==> config.mk <==
export PLATFORM = sky130hd
export DESIGN_NAME = jk_seq_ctrl
export DESIGN_NICKNAME = d
export VERILOG_FILES = /design/src/rtl/jk_seq_pkg.sv /design/src/rtl/jk_toggle_gen.sv /design/src/rtl/jk_seq_ctrl.sv
export SDC_FILE = /design/constraint.sdc
export NUM_CORES = 1
export LEC_CHECK = 0
export BUFFER_PORTS_ARGS = -buffer_cell sky130_fd_sc_hd__buf_4
export CAP_MARGIN = 10
export CELL_PAD_IN_SITES_DETAIL_PLACEMENT = 0
export CELL_PAD_IN_SITES_GLOBAL_PLACEMENT = 1
export CORE_MARGIN = 8
export CORE_UTILIZATION = 39
export CTS_BUF_LIST = sky130_fd_sc_hd__clkbuf_8
export CTS_CLUSTER_SIZE = 25
export DETAILED_ROUTE_END_ITERATION = 7
export PLACE_DENSITY_LB_ADDON = 0.1
export SLEW_MARGIN = 0
export SYNTH_ARGS = -nofsm -noshare
export SYNTH_HDL_FRONTEND = slang
export SYNTH_SLANG_ARGS = --single-unit
==> constraint.sdc <==
create_clock -name clk -period 1.95 [get_ports clk]
set_clock_uncertainty 0.1 [all_clocks]
set_input_delay 0.2925 -clock clk [delete_from_list [all_inputs] [get_ports clk]]
set_output_delay 0.2925 -clock clk [all_outputs]
set_load 0.005 [all_outputs]
==> src/rtl/jk_seq_pkg.sv <==
// Shared types for the jk_ff bank sequencer: command opcodes and controller states.
package jk_seq_pkg;

  typedef enum logic [1:0] {
    OP_CLEAR = 2'b00,
    OP_LOAD  = 2'b01,
    OP_UP    = 2'b10,
    OP_DOWN  = 2'b11
  } op_e;

  typedef enum logic [1:0] {
    S_IDLE = 2'b00,
    S_RUN  = 2'b01,
    S_DONE = 2'b10
  } state_e;

endpackage

==> src/rtl/jk_toggle_gen.sv <==
// Toggle mask for a ripple up/down count on a jk_ff bank, plus the wrap indicator.
module jk_toggle_gen #(
  parameter int WIDTH = 4
) (
  input  logic [WIDTH-1:0] i_q,
  input  logic             i_down,
  output logic [WIDTH-1:0] o_t,
  output logic             o_wrap
);

  logic [WIDTH-1:0] w_m;
  logic             w_acc;

  // Counting down is counting up on the inverted value.
  assign w_m    = i_down ? ~i_q : i_q;
  assign o_wrap = &w_m;

  always_comb begin
    o_t   = '0;
    w_acc = 1'b1;
    for (int i = 0; i < WIDTH; i++) begin
      o_t[i] = w_acc;
      w_acc  = w_acc & w_m[i];
    end
  end

endmodule

==> src/rtl/jk_seq_ctrl.sv <==
// Command sequencer driving the j/k inputs of an external jk_ff bank.
module jk_seq_ctrl
  import jk_seq_pkg::*;
#(
  parameter int WIDTH = 4
) (
  input  logic             clk,
  input  logic             rstn,
  input  logic             cmd_valid,
  output logic             cmd_ready,
  input  logic [1:0]       cmd_op,
  input  logic [WIDTH-1:0] cmd_data,
  input  logic             pause,
  input  logic [WIDTH-1:0] q,
  output logic [WIDTH-1:0] j,
  output logic [WIDTH-1:0] k,
  output logic             busy,
  output logic             done,
  output logic             tc
);

  state_e           r_state, w_next;
  op_e              r_op;
  logic [WIDTH-1:0] r_data;
  logic [WIDTH-1:0] r_rem;
  logic             r_tc;

  logic             w_accept;
  logic             w_cnt_op;
  logic             w_in_cnt;
  logic             w_step;
  logic [WIDTH-1:0] w_t;
  logic             w_wrap;

  jk_toggle_gen #(.WIDTH(WIDTH)) u_tgen (
    .i_q    (q),
    .i_down (r_op == OP_DOWN),
    .o_t    (w_t),
    .o_wrap (w_wrap)
  );

  assign cmd_ready = (r_state == S_IDLE);
  assign busy      = (r_state != S_IDLE);
  assign done      = (r_state == S_DONE);
  assign tc        = r_tc;

  assign w_accept  = cmd_valid && cmd_ready;
  assign w_in_cnt  = cmd_op[1];
  assign w_cnt_op  = (r_op == OP_UP) || (r_op == OP_DOWN);
  // Pause only stalls counting runs; CLEAR/LOAD always complete in one edge.
  assign w_step    = (r_state == S_RUN) && (!w_cnt_op || !pause);

  always_ff @(posedge clk) begin
    if (!rstn) begin
      r_state <= S_IDLE;
      r_op    <= OP_CLEAR;
      r_data  <= '0;
      r_rem   <= '0;
      r_tc    <= 1'b0;
    end else begin
      r_state <= w_next;
      if (w_accept) begin
        r_op   <= op_e'(cmd_op);
        r_data <= cmd_data;
        r_tc   <= 1'b0;
        r_rem  <= w_in_cnt ? cmd_data : WIDTH'(1);
      end else if (w_step) begin
        r_rem <= r_rem - WIDTH'(1);
        if (w_cnt_op && w_wrap) r_tc <= 1'b1;
      end
    end
  end

  always_comb begin
    w_next = r_state;
    unique case (r_state)
      S_IDLE: if (w_accept) w_next = (w_in_cnt && cmd_data == '0) ? S_DONE : S_RUN;
      S_RUN:  if (w_step && r_rem == WIDTH'(1)) w_next = S_DONE;
      S_DONE: w_next = S_IDLE;
      default: w_next = S_IDLE;
    endcase
  end

  always_comb begin
    j = '0;
    k = '0;
    if (r_state == S_RUN) begin
      unique case (r_op)
        OP_CLEAR: k = '1;
        OP_LOAD: begin
          j = r_data;
          k = ~r_data;
        end
        OP_UP, OP_DOWN: if (!pause) begin
          j = w_t;
          k = w_t;
        end
        default: ;
      endcase
    end
  end

endmodule

; ---- Yosys cells after proc, flatten, opt, wreduce, memory -nomap -nowiden
; Cells that the tools add are included.
; W data, S select, Z words.
[word_totals]
inputBits = 14
output_inout_bits = 12
word_cells = 51
reg_bits = 13
[op_classes]
n_bitwise = 5
n_eq_ne = 8
add_sub_neg = 1
reduce_logical = 19
n_mux = 13
[op_table]
columns = op, count
row1 = $mux W4, 7
row2 = $pmux W4 S3, 1
row3 = $not A4 Y4, 2
row4 = $pmux W4 S2, 1
row5 = $eq A2 B2 Y1 const B, 3
row6 = $mux W2, 3
row7 = $logic_and A1 B1 Y1, 5
row8 = $eq A2 B1 Y1 const B, 2
row9 = $eq A4 B1 Y1 const B, 1
row10 = $logic_not A2 Y1, 2
row11 = $logic_not A4 Y1, 1
row12 = $pmux W2 S2, 1
row13 = $reduce_and A2 Y1, 2
row14 = $reduce_and A4 Y1, 1
row15 = $reduce_bool A2 Y1, 2
row16 = $reduce_or A2 Y1, 2
row17 = $sub A4 B1 Y4 const B, 1
row18 = $and A1 B1 Y1, 2
row19 = $logic_not A1 Y1, 2
row20 = $logic_or A1 B1 Y1, 2
row21 = $ne A2 B1 Y1 const B, 1
row22 = $ne A2 B2 Y1 const B, 1
row23 = $not A1 Y1, 1

; ---- Longest topological paths before layout
; Gate-level depths: netlist of the first run.
[depth]
depth_word = 8
mapped_depth = 5
mapped_depth_nobuf = 5

; ---- Cells and area by module
; Synthesis of the first run repeated with hierarchy kept, for this count alone.
[unflattened]
hier_cells = 116
area_unflattened_um2 = 893.4
[by_module_without_submodules]
columns = module, seq_area_each_um2, instances, cells_each, area_each_um2
row1 = jk_seq_ctrl, 260.2, 1, 106, 822.0
row2 = jk_toggle_gen, 0.0, 1, 10, 71.3

; ---- Least setup slack after synthesis of the first run
; No wires, ideal clock.
[synth_timing]
path_kind = register -> output
from = reg r_op[1]
to = out j[3]
arrival_ps = 1028
path_stages_with_launch = 5
n_path_buf = 0
setup_slack_ps = 530
t_required_ps = 1558
cell_sequence = dfxtp_1 -> clkinv_1 -> nor2_2 -> nand2_1 -> a21oi_1
[synth_via]
elab_chain_cells = 7
elab_cells_between_ends = 10
classes_between = eq/ne (3) / mux (4) / bitwise (2) / reduce/logical (1)
[synth_rtl]
columns = element, line_no
row1 = start: declaration, jk_seq_ctrl.sv:23  ; op_e r_op;
row2 = start signal: assignment, jk_seq_ctrl.sv:63  ; r_op <= op_e'(cmd_op);
row3 = $eq A2 B2 Y1, "jk_seq_ctrl.sv:37, jk_seq_ctrl.sv:88"
row4 = $mux W4, jk_toggle_gen.sv:15  ; assign w_m = i_down ? ~i_q : i_q;
row5 = $and A1 B1 Y1 (2 in series), jk_toggle_gen.sv:23  ; w_acc = w_acc & w_m[i];
row6 = $mux W4, jk_seq_ctrl.sv:94  ; OP_UP, OP_DOWN: if (!pause) begin
row7 = $pmux W4 S2 *, jk_seq_ctrl.sv:88  ; unique case (r_op)
row8 = $mux W4 *, jk_seq_ctrl.sv:87  ; if (r_state == S_RUN) begin
row9 = end: declaration, jk_seq_ctrl.sv:15  ; output logic [WIDTH-1:0] j,
; Mark *: on every way between the ends. The rest lies on a longest branch, timed or not.

; ---- Worst setup path in the final report of the first run
[layout_timing]
from = reg r_op[0]
to = out j[3]
; The elaborated chain is that of the path after synthesis.

==> results of run 1 <==
==> stage by stage <==
| step | total power, uW | setup WS, ns | area, sq um | util [%] | hold WS, ns |
|---|---|---|---|---|---|
| floorplan | 438 | 0.530 | 807 | - | 0.310 |
| global placement | 516 | 0.325 | 1010 | 51.7 | 0.353 |
| detailed placement | 519 | 0.281 | 1010 | 51.7 | 0.364 |
| CTS | 756 | 0.0115 | 1060 | 54.0 | 0.203 |
| global route | 794 | 0.0661 | 1060 | 54.0 | 0.206 |
| finish | 750 | 0.163 | 1060 | 54.0 | 0.188 |
==> state kept, by name, summed over array words and instances, names as in the netlist <==
register and flops:
r_op 2, r_data 4, r_state 2, tc 1, r_rem 4
==> tightest hold or removal path: stages <==
cell     delay, ns
buf_4         0.10
nand2_1       0.05
a21oi_1       0.05
==> area by class of cell <==
class / instances / area share, %
multi-input combinational: 87 / 48.1
clock buffer: 3 / 3.90
tap: 27 / 3.19
timing repair buffer: 25 / 17.7
clock inverter: 1 / 0.354
sequential: 13 / 24.7
inverter: 6 / 2.13
==> report_power, final <==
part / switching [uW] / internal [uW] / leakage [uW] / total, uW
registers: 22.5 / 289 / 0.000107 / 312
clock network: 98.5 / 139 / 0.0000269 / 238
logic: 104 / 97.0 / 0.000319 / 201
==> cells by family after synthesis <==
kind of cell / share of synthesized area [%]
AND/OR/NAND/NOR: 31.3
AO/OA/AOI/OAI: 21.2
flip-flops: 32.2
buffers and inverters: 4.65
XOR/XNOR: 4.34
multiplexers: 3.10
adder cells (fa/ha/maj): 3.10
==> layer usage <==
layer	up-vias	GRT usage [%]	routed length (microns)
li1	425	-	-
met1	370	14.1	998
met2	19	19.1	937
met3	4	3.34	130
met4	0	3.90	28
met5	-	0	0
==> timing repair <==
item | in CTS | in global routing
endpoints found under the hold margin | 0 | 0
endpoints found under the setup margin | 0 | 6
hold buffers | 0 | 0
resized for setup | 0 | 2
==> cells in the final DEF, fill, tap and decap left out, types with 2 or more instances in the layout <==
cell,n
buf_4,25
nand2_1,23
a21oi_1,15
dfxtp_1,12
nor2_1,7
inv_1,5
nand2b_1,4
nand3_1,4
o21ai_0,3
a31oi_1,3
a211oi_1,3
clkbuf_8,3
nand4_1,2
xor2_1,2
xnor2_1,2
ha_1,2
==> worst min path at each step <==
stage,startpoint,cells after the start,endpoint,slack [ns]
global placement,r_data[1],2,r_data[1],0.35
CTS,cmd_op[0],3,r_op[0],0.20
floorplan,rstn,1,r_state[0],0.31
detailed placement,r_data[1],2,r_data[1],0.36
finish,cmd_op[0],3,r_op[0],0.19
global route,cmd_op[0],3,r_op[0],0.21
==> metrics, run 1 <==
status=finished, final reports clean; maximum VDD drop=roughly 0.57 mV; ys async rst share=0%; Hold Crit Class=primary input to flip-flop; P_leak=~0.00045 uW; initial core utilization=41.1%; Critical R2R Capture=r_rem[0]; crit path launch=r_op[0]; Routed Wire Length=between 2000 and 2500 microns; GP Congestion=about 0.87; area leader, netlist=dfxtp_1; initial DRC count=23; DR vias/cell=between 5 and 6; max-cap violation count=0; period utilisation layout=91.7%; Die X=~61 microns; r2r worst-path depth=4; Hold Violations, Final=0; CTS clk-pin slew, worst paths=roughly 0.06 ns; fin crit period=around 1.8 ns; Rel. slew slack=69.2%; non-filler cells, final=about 160; Syn Std Cell Area=approximately 800 sq um; area occupied by multi-input gates=a little over 500 sq um; post-route ant nets=0; Via Count=approximately 820; DR DRC count=0; R2R Path Start=r_state[0]; Worst EP required=~1.6 ns; # port buffers=25; Setup Buffers After CTS=0; Synth top area share=about 32%; share of cells above drive strength 1=between 20 and 30%; H-tree depth=1; Avg Inst Size Synth=7.40 sq um; Top Family by Delay on Critical Path=flip-flops; Crit Path Max Fanout=11; number of global-route vias before repair=slightly below 800; Critical Path Source Type=flip-flop; Cell variety after synth=33; top-count cell post-synth=nand2_1; initial antenna violation count=0; first-pass GRT wire length=about 3400 microns; post-DP HPWL=between 1500 and 2000 microns; CTS max path bufs=2; die height=between 60 and 70 microns; Root Buffer=clkbuf_8; Pwr per Cell Area=between 700 and 800 mW/mm^2; area of the die=about 0.0038 sq mm; routed wire length per instance=about 13 microns; fmax=~0.56 GHz; Synthesized Nets=about 130; Top FF cell, synth=dfxtp_1; GR Overflow Total=0; setup TNS=0 ns; max-slew violations=0; synth cell count leaders=23 x nand2_1, 15 x a21oi_1, 13 x dfxtp_1; largest net degree at the start of global routing=15; CP endpoint=j[3]; flip-flop and latch area=roughly 260 sq um; Post-Syn Instances=between 100 and 150; Rows=16; RSZ-0062 raised after global routing=false; Critical Path AT=about 1.4 ns; Slew @ Worst Pin=approximately 0.46 ns; I/O pins=26; Cells after DPL=between 150 and 200; Critical Path End Type=output port; Yosys reg bits=13; GRT Total Usage=11.6%; EDFF count, synth=0; Slowest cell on crit path=dfxtp_2; Pre-Repair DR Iteration Count=4; core area=roughly 0.0020 sq mm; Sink Count=13; cell depth of the worst setup path=5; filler cell count=roughly 200; CTS tree=built; area delta synth->final=31.3%; final-report setup violation count=0; worst-path cell chain=nand2b_1 > o31ai_1 > nand2_1 > a21oi_1 > buf_4; Num CTS Buffers=3; CP bufs+invs=1; Final #Nets=approximately 150; YS warnings=0; Crit Path Category=flip-flop to output port; sequential share of the synthesized area=about a third; Worst-Skew Late Latency=0.24 ns; Worst path max stage delay=just over 0.4 ns; R2R Setup Slk=between 0.5 and 0.6 ns; top area cells in the synthesized netlist=dfxtp_1 32%, nand2_1 11%, a21oi_1 9.3%; Ant. Diodes=0
(Power assumes the default switching activity.)
==> run 2: changes to the inputs <==
==> constraint.sdc (replaced) <==
create_clock -name clk -period 2.13 [get_ports clk]
set_clock_uncertainty 0.1 [all_clocks]
set_input_delay 0.3195 -clock clk [delete_from_list [all_inputs] [get_ports clk]]
set_output_delay 0.3195 -clock clk [all_outputs]
set_load 0.005 [all_outputs]
==> run 2 against run 1 <==
Sequential power shrank 8.7%; largest power group unchanged; clock power shrank 8%; cell count is the same; via count grew 2.2%; cell area shrank 0.12%; critical path depth is the same; die area is the same; global-route usage grew 0.55 points; sequential cell count is the same; register-to-register slack gained 0.18 ns.
==> metrics, run 2 (synthesized netlist as in run 1, its figures left out) <==
status=finished, final reports clean (unchanged); DR DRC count=0 (unchanged); Worst-Skew Late Latency=0.24 ns (about the same); max-cap violation count=0 (unchanged); # port buffers=25 (unchanged); Pre-Repair DR Iteration Count=4 (unchanged); Root Buffer=clkbuf_8 (unchanged); area delta synth->final=31.2% (was 31.3%); GR Overflow Total=0 (unchanged); final instance area=0.00106 sq mm (about the same); share of cells above drive strength 1=26.7% (was 28.1%); GRT Total Usage=12.2% (was 11.6%); Switching Share=30.3% (was 30.0%); post-DP HPWL=1690 microns (was 1700 microns); initial antenna violation count=0 (unchanged); largest net degree at the start of global routing=15 (unchanged); internal power=480 uW (was 525 uW); Num CTS Buffers=3 (unchanged); Setup Buffers After CTS=0 (unchanged); H-tree depth=1 (unchanged); filler cell count=226 (was 205); Ant. Diodes=0 (unchanged); final-report setup violation count=0 (unchanged); Critical Path End Type=output port (unchanged); Sink Count=13 (unchanged); fin crit period=slightly below 2 ns; P_leak=0.000452 uW (was 0.000453 uW); commonest non-fill, non-tap cell in the layout=buf_4 (unchanged); I/O pins=26 (unchanged); Cell Area, Placed=0.00101 sq mm (unchanged); CTS max path bufs=2 (unchanged); Crit Path Category=flip-flop to output port (unchanged); maximum VDD drop=0.435 mV (was 0.569 mV); Hold Crit Class=primary input to flip-flop (unchanged); max-slew violations=0 (unchanged); Slew @ Worst Pin=0.462 ns (was 0.461 ns); Hold Violations, Final=0 (unchanged); Rel. slew slack=69.1% (was 69.2%); initial DRC count=13 (was 23); area of the die=0.00378 sq mm (unchanged); switching power=208 uW (was 225 uW); Via Count=836 (was 818); Worst EP required=1.71 ns (was 1.56 ns); Final #Nets=152 (unchanged); flip-flop and latch area=260 sq um (was 262 sq um); most frequent cells in the layout=25 x buf_4, 23 x nand2_1, 15 x a21oi_1 (unchanged); Critical Path Source Type=flip-flop (unchanged); Crit Path Max Fanout=9 (was 11); Routed Wire Length=2110 microns (was 2100 microns); fmax=0.506 GHz; DR vias/cell=5.16 (was 5.05); routed wire length per instance=13.0 microns (was 12.9 microns); Rows=16 (unchanged); initial core utilization=41.1% (unchanged); overall power=689 uW (was 750 uW); setup TNS=0 ns (unchanged); Critical Path AT=1.56 ns (was 1.39 ns); period utilisation layout=around 90%; Logic pwr share=26.7% (was 26.8%); RSZ-0062 raised after global routing=false (unchanged); sequential share of power=41.4% (was 41.5%); CTS clk-pin slew, worst paths=0.06 ns (about the same); Clk pwr share=31.9% (was 31.7%); die height=61.5 microns (unchanged); Die X=61.5 microns (unchanged); area occupied by multi-input gates=509 sq um (unchanged); first-pass GRT wire length=3420 microns (was 3350 microns); number of global-route vias before repair=780 (was 796); GP Congestion=0.857 (was 0.867); CTS tree=built (unchanged); Pwr per Cell Area=651 mW/mm^2 (was 708 mW/mm^2); post-cts repair resize count=0 (unchanged); biggest regs=r_data: 4 flops, r_rem: 4 flops (unchanged); post-route ant nets=0 (unchanged); core area=0.00196 sq mm (unchanged); Post-CTS Hold Fix Bufs=0 (unchanged)
[run 2: cell types whose count changed in the layout (fill, tap and decap cells not counted)]
cell / before / now
clkinv_1: 1 / 2
dfxtp_1: 12 / 13
dfxtp_2: 1 / 0
inv_2: 1 / 0
[run 2: path summary, 6_finish.rpt]
| check | startpoint | endpoint | slack, ns | cells after the start |
|---|---|---|---|---|
| worst max-delay path | r_op[1] | j[3] | 0.15 | 5 |
| worst min-delay path | cmd_data[0] | r_data[0] | 0.23 | 3 |
| worst max register to register | r_state[0] | r_rem[0] | 0.69 | 4 |
| worst min register to register | tc | tc | 0.36 | 2 |
[run 2: worst max-delay path, stage by stage, from the launching register on]
cell and delay, ns:
dfxtp_1 0.44, clkinv_1 0.27, nor2_2 0.21, nand2_1 0.10, a21oi_1 0.16, buf_4 0.13
[run 2: final cells by class]
type | count | share of cell area, %
multi-input combinational | 87 | 48.1
inverter | 6 | 2.13
timing repair buffer | 25 | 17.7
sequential | 13 | 24.6
tap | 27 | 3.19
clock buffer | 3 | 3.90
clock inverter | 1 | 0.355
[run 2: metal layers]
layer	share of wire, %	GRT usage, %	up-vias
li1	-	-	433
met2	45	18.5	21
met5	0	0	-
met1	48	15.3	377
met3	5.2	2.92	5
met4	1.9	6.82	0
[run 2: stage by stage]
step / setup slack [ns] / instances / hold slack (ns) / util (%)
floorplan: 0.683 / 109 / 0.337 / -
global placement: 0.441 / 158 / 0.352 / 51.7
detailed placement: 0.411 / 158 / 0.356 / 51.7
CTS: 0.139 / 162 / 0.226 / 54.0
global route: 0.0209 / 162 / 0.234 / 54.0
finish: 0.155 / 162 / 0.228 / 54.0
[run 2: power groups by stage]
stage | combinational (uW) | clock [uW] | sequential [uW]
3_5_place_dp | 184 | 0 | 290
5_1_grt | 206 | 239 | 288
3_3_place_gp | 184 | 0 | 289
6_report | 184 | 220 | 285
4_1_cts | 185 | 227 | 285
2_1_floorplan | 118 | 0 | 283
==> run 3: changes to the inputs <==
--- a/config.mk
+++ b/config.mk
@@ -6,9 +6,10 @@
 export NUM_CORES = 1
 export LEC_CHECK = 0
 export BUFFER_PORTS_ARGS = -buffer_cell sky130_fd_sc_hd__buf_4
-export CAP_MARGIN = 10
+export CAP_MARGIN = 40
 export CELL_PAD_IN_SITES_DETAIL_PLACEMENT = 0
 export CELL_PAD_IN_SITES_GLOBAL_PLACEMENT = 1
+export CORE_ASPECT_RATIO = 1.1
 export CORE_MARGIN = 8
 export CORE_UTILIZATION = 39
 export CTS_BUF_LIST = sky130_fd_sc_hd__clkbuf_8
==> run 3 against run 2 <==
Global-route usage is 0.55 points lower; via count is 3.7% lower; register-to-register slack hardly changed; critical path type unchanged; critical endpoint unchanged.
==> metrics, run 3 (synthesized netlist as in run 1, its figures left out) <==
Switching Share=29.1% (was 30.3%); CTS clk-pin slew, worst paths=0.05 ns (was 0.06 ns); max-slew violations=0 (unchanged); Worst EP required=1.71 ns (about the same); Crit Path Max Fanout=11 (was 9); DR vias/cell=4.94 (was 5.16); GR Overflow Total=0 (unchanged); Rel. slew slack=70.0% (was 69.1%); area of the die=0.00378 sq mm (about the same); period utilisation layout=91.9% (was 92.7%); switching power=197 uW (was 208 uW); Rows=17 (was 16); Pwr per Cell Area=639 mW/mm^2 (was 651 mW/mm^2); Critical Path Source Type=flip-flop (unchanged); setup TNS=0 ns (unchanged); max-cap violation count=0 (unchanged); first-pass GRT wire length=3350 microns (was 3420 microns); Crit Path Category=flip-flop to output port (unchanged); RSZ-0062 raised after global routing=false (unchanged); I/O pins=26 (unchanged); Sink Count=13 (unchanged); DR DRC count=0 (unchanged); post-route ant nets=0 (unchanged); Hold Crit Class=primary input to flip-flop (unchanged); Hold Violations, Final=0 (unchanged); Final #Nets=152 (unchanged); biggest regs=r_data: 4 flops, r_rem: 4 flops (unchanged); CTS max path bufs=2 (unchanged); commonest non-fill, non-tap cell in the layout=buf_4 (unchanged); status=finished, final reports clean (unchanged); Post-CTS Hold Fix Bufs=0 (unchanged); core area=0.00198 sq mm (was 0.00196 sq mm); Via Count=805 (was 836); initial DRC count=10 (was 13); area occupied by multi-input gates=509 sq um (unchanged); fin crit period=1.96 ns (was 1.98 ns); Pre-Repair DR Iteration Count=4 (unchanged); Num CTS Buffers=3 (unchanged); H-tree depth=1 (unchanged); initial antenna violation count=0 (unchanged); Worst Hold Path Cells=3 (unchanged); Logic pwr share=27.0% (was 26.7%); flip-flop and latch area=260 sq um (unchanged); filler cell count=206 (was 226); WHS=0.234 ns (was 0.228 ns); CTS tree=built (unchanged); internal power=480 uW (about the same); fmax=0.511 GHz (was 0.506 GHz); post-DP HPWL=1630 microns (was 1690 microns); sequential share of power=42.0% (was 41.4%); # port buffers=25 (unchanged); area delta synth->final=31.3% (was 31.2%); most frequent cells in the layout=25 x buf_4, 23 x nand2_1, 15 x a21oi_1 (unchanged); routed wire length per instance=12.6 microns (was 13.0 microns); Die X=59.4 microns (was 61.5 microns); initial core utilization=40.8% (was 41.1%); P_leak=0.000452 uW (unchanged); final-report setup violation count=0 (unchanged); largest net degree at the start of global routing=15 (unchanged); r2r worst-path depth=4 (unchanged); die height=63.7 microns (was 61.5 microns); Clk pwr share=30.9% (was 31.9%); Routed Wire Length=2050 microns (was 2110 microns); share of cells above drive strength 1=26.7% (unchanged); Critical Path End Type=output port (unchanged); Ant. Diodes=0 (unchanged); Critical Path AT=1.54 ns (was 1.56 ns); number of global-route vias before repair=753 (was 780); maximum VDD drop=0.414 mV (was 0.435 mV); Worst-Skew Late Latency=0.24 ns (about the same); Root Buffer=clkbuf_8 (unchanged); Setup Buffers After CTS=0 (unchanged); GRT Total Usage=11.6% (was 12.2%); post-cts repair resize count=0 (unchanged); GP Congestion=0.870 (was 0.857); Slew @ Worst Pin=0.449 ns (was 0.462 ns)
-- run 3: cell counts in the layout (fill, tap and decap cells not counted) --
Identical to the previous run, type by type.
-- run 3: power by group through the flow --
stage | clock network [uW] | registers (uW) | logic, uW
after floorplan | 0 | 283 | 118
after global placement | 0 | 289 | 184
after detailed placement | 0 | 290 | 185
after CTS | 218 | 284 | 186
after global routing | 235 | 288 | 205
final | 210 | 285 | 183
-- run 3: worst paths after layout --
check	startpoint	end	slack, ns
max	r_op[0]	j[3]	0.17
min	cmd_op[0]	r_op[0]	0.23
max reg2reg	r_state[0]	r_rem[0]	0.69
min reg2reg	r_data[1]	r_data[1]	0.36
-- run 3: final cells by class --
type                    instances  share of cell area (%)
well taps                      28                    3.31
flip-flops and latches         13                    24.6
clock buffers                   3                    3.90
multi-input cells              87                    48.1
repair buffers                 25                    17.7
inverters                       6                    2.13
clock inverters                 1                   0.354
-- run 3: through the flow --
step                      power (uW)  area [sq um]  util [%]  cells  setup slack [ns]
after floorplan                  401           807         -    109             0.683
final                            677          1060      53.6    163             0.172
after detailed placement         474          1010      51.3    159             0.425
after global routing             729          1060      53.6    163            0.0215
after CTS                        689          1060      53.6    163             0.157
after global placement           473          1010      51.3    159             0.445
-- run 3: worst max-delay path, stage by stage, from the launching register on --
cell and delay [ns]:
dfxtp_1 0.49, nand2b_1 0.16, o31ai_1 0.25, nand2_1 0.12
a21oi_1 0.14, buf_4 0.13
-- run 3: layer usage --
metal | track usage, % | vias to the layer above | wire length, microns
met3 | 4.87 | 5 | 130
li1 | - | 430 | -
met2 | 15.9 | 17 | 929
met1 | 14.4 | 353 | 943
met4 | 7.19 | 0 | 44
met5 | 0 | - | 0
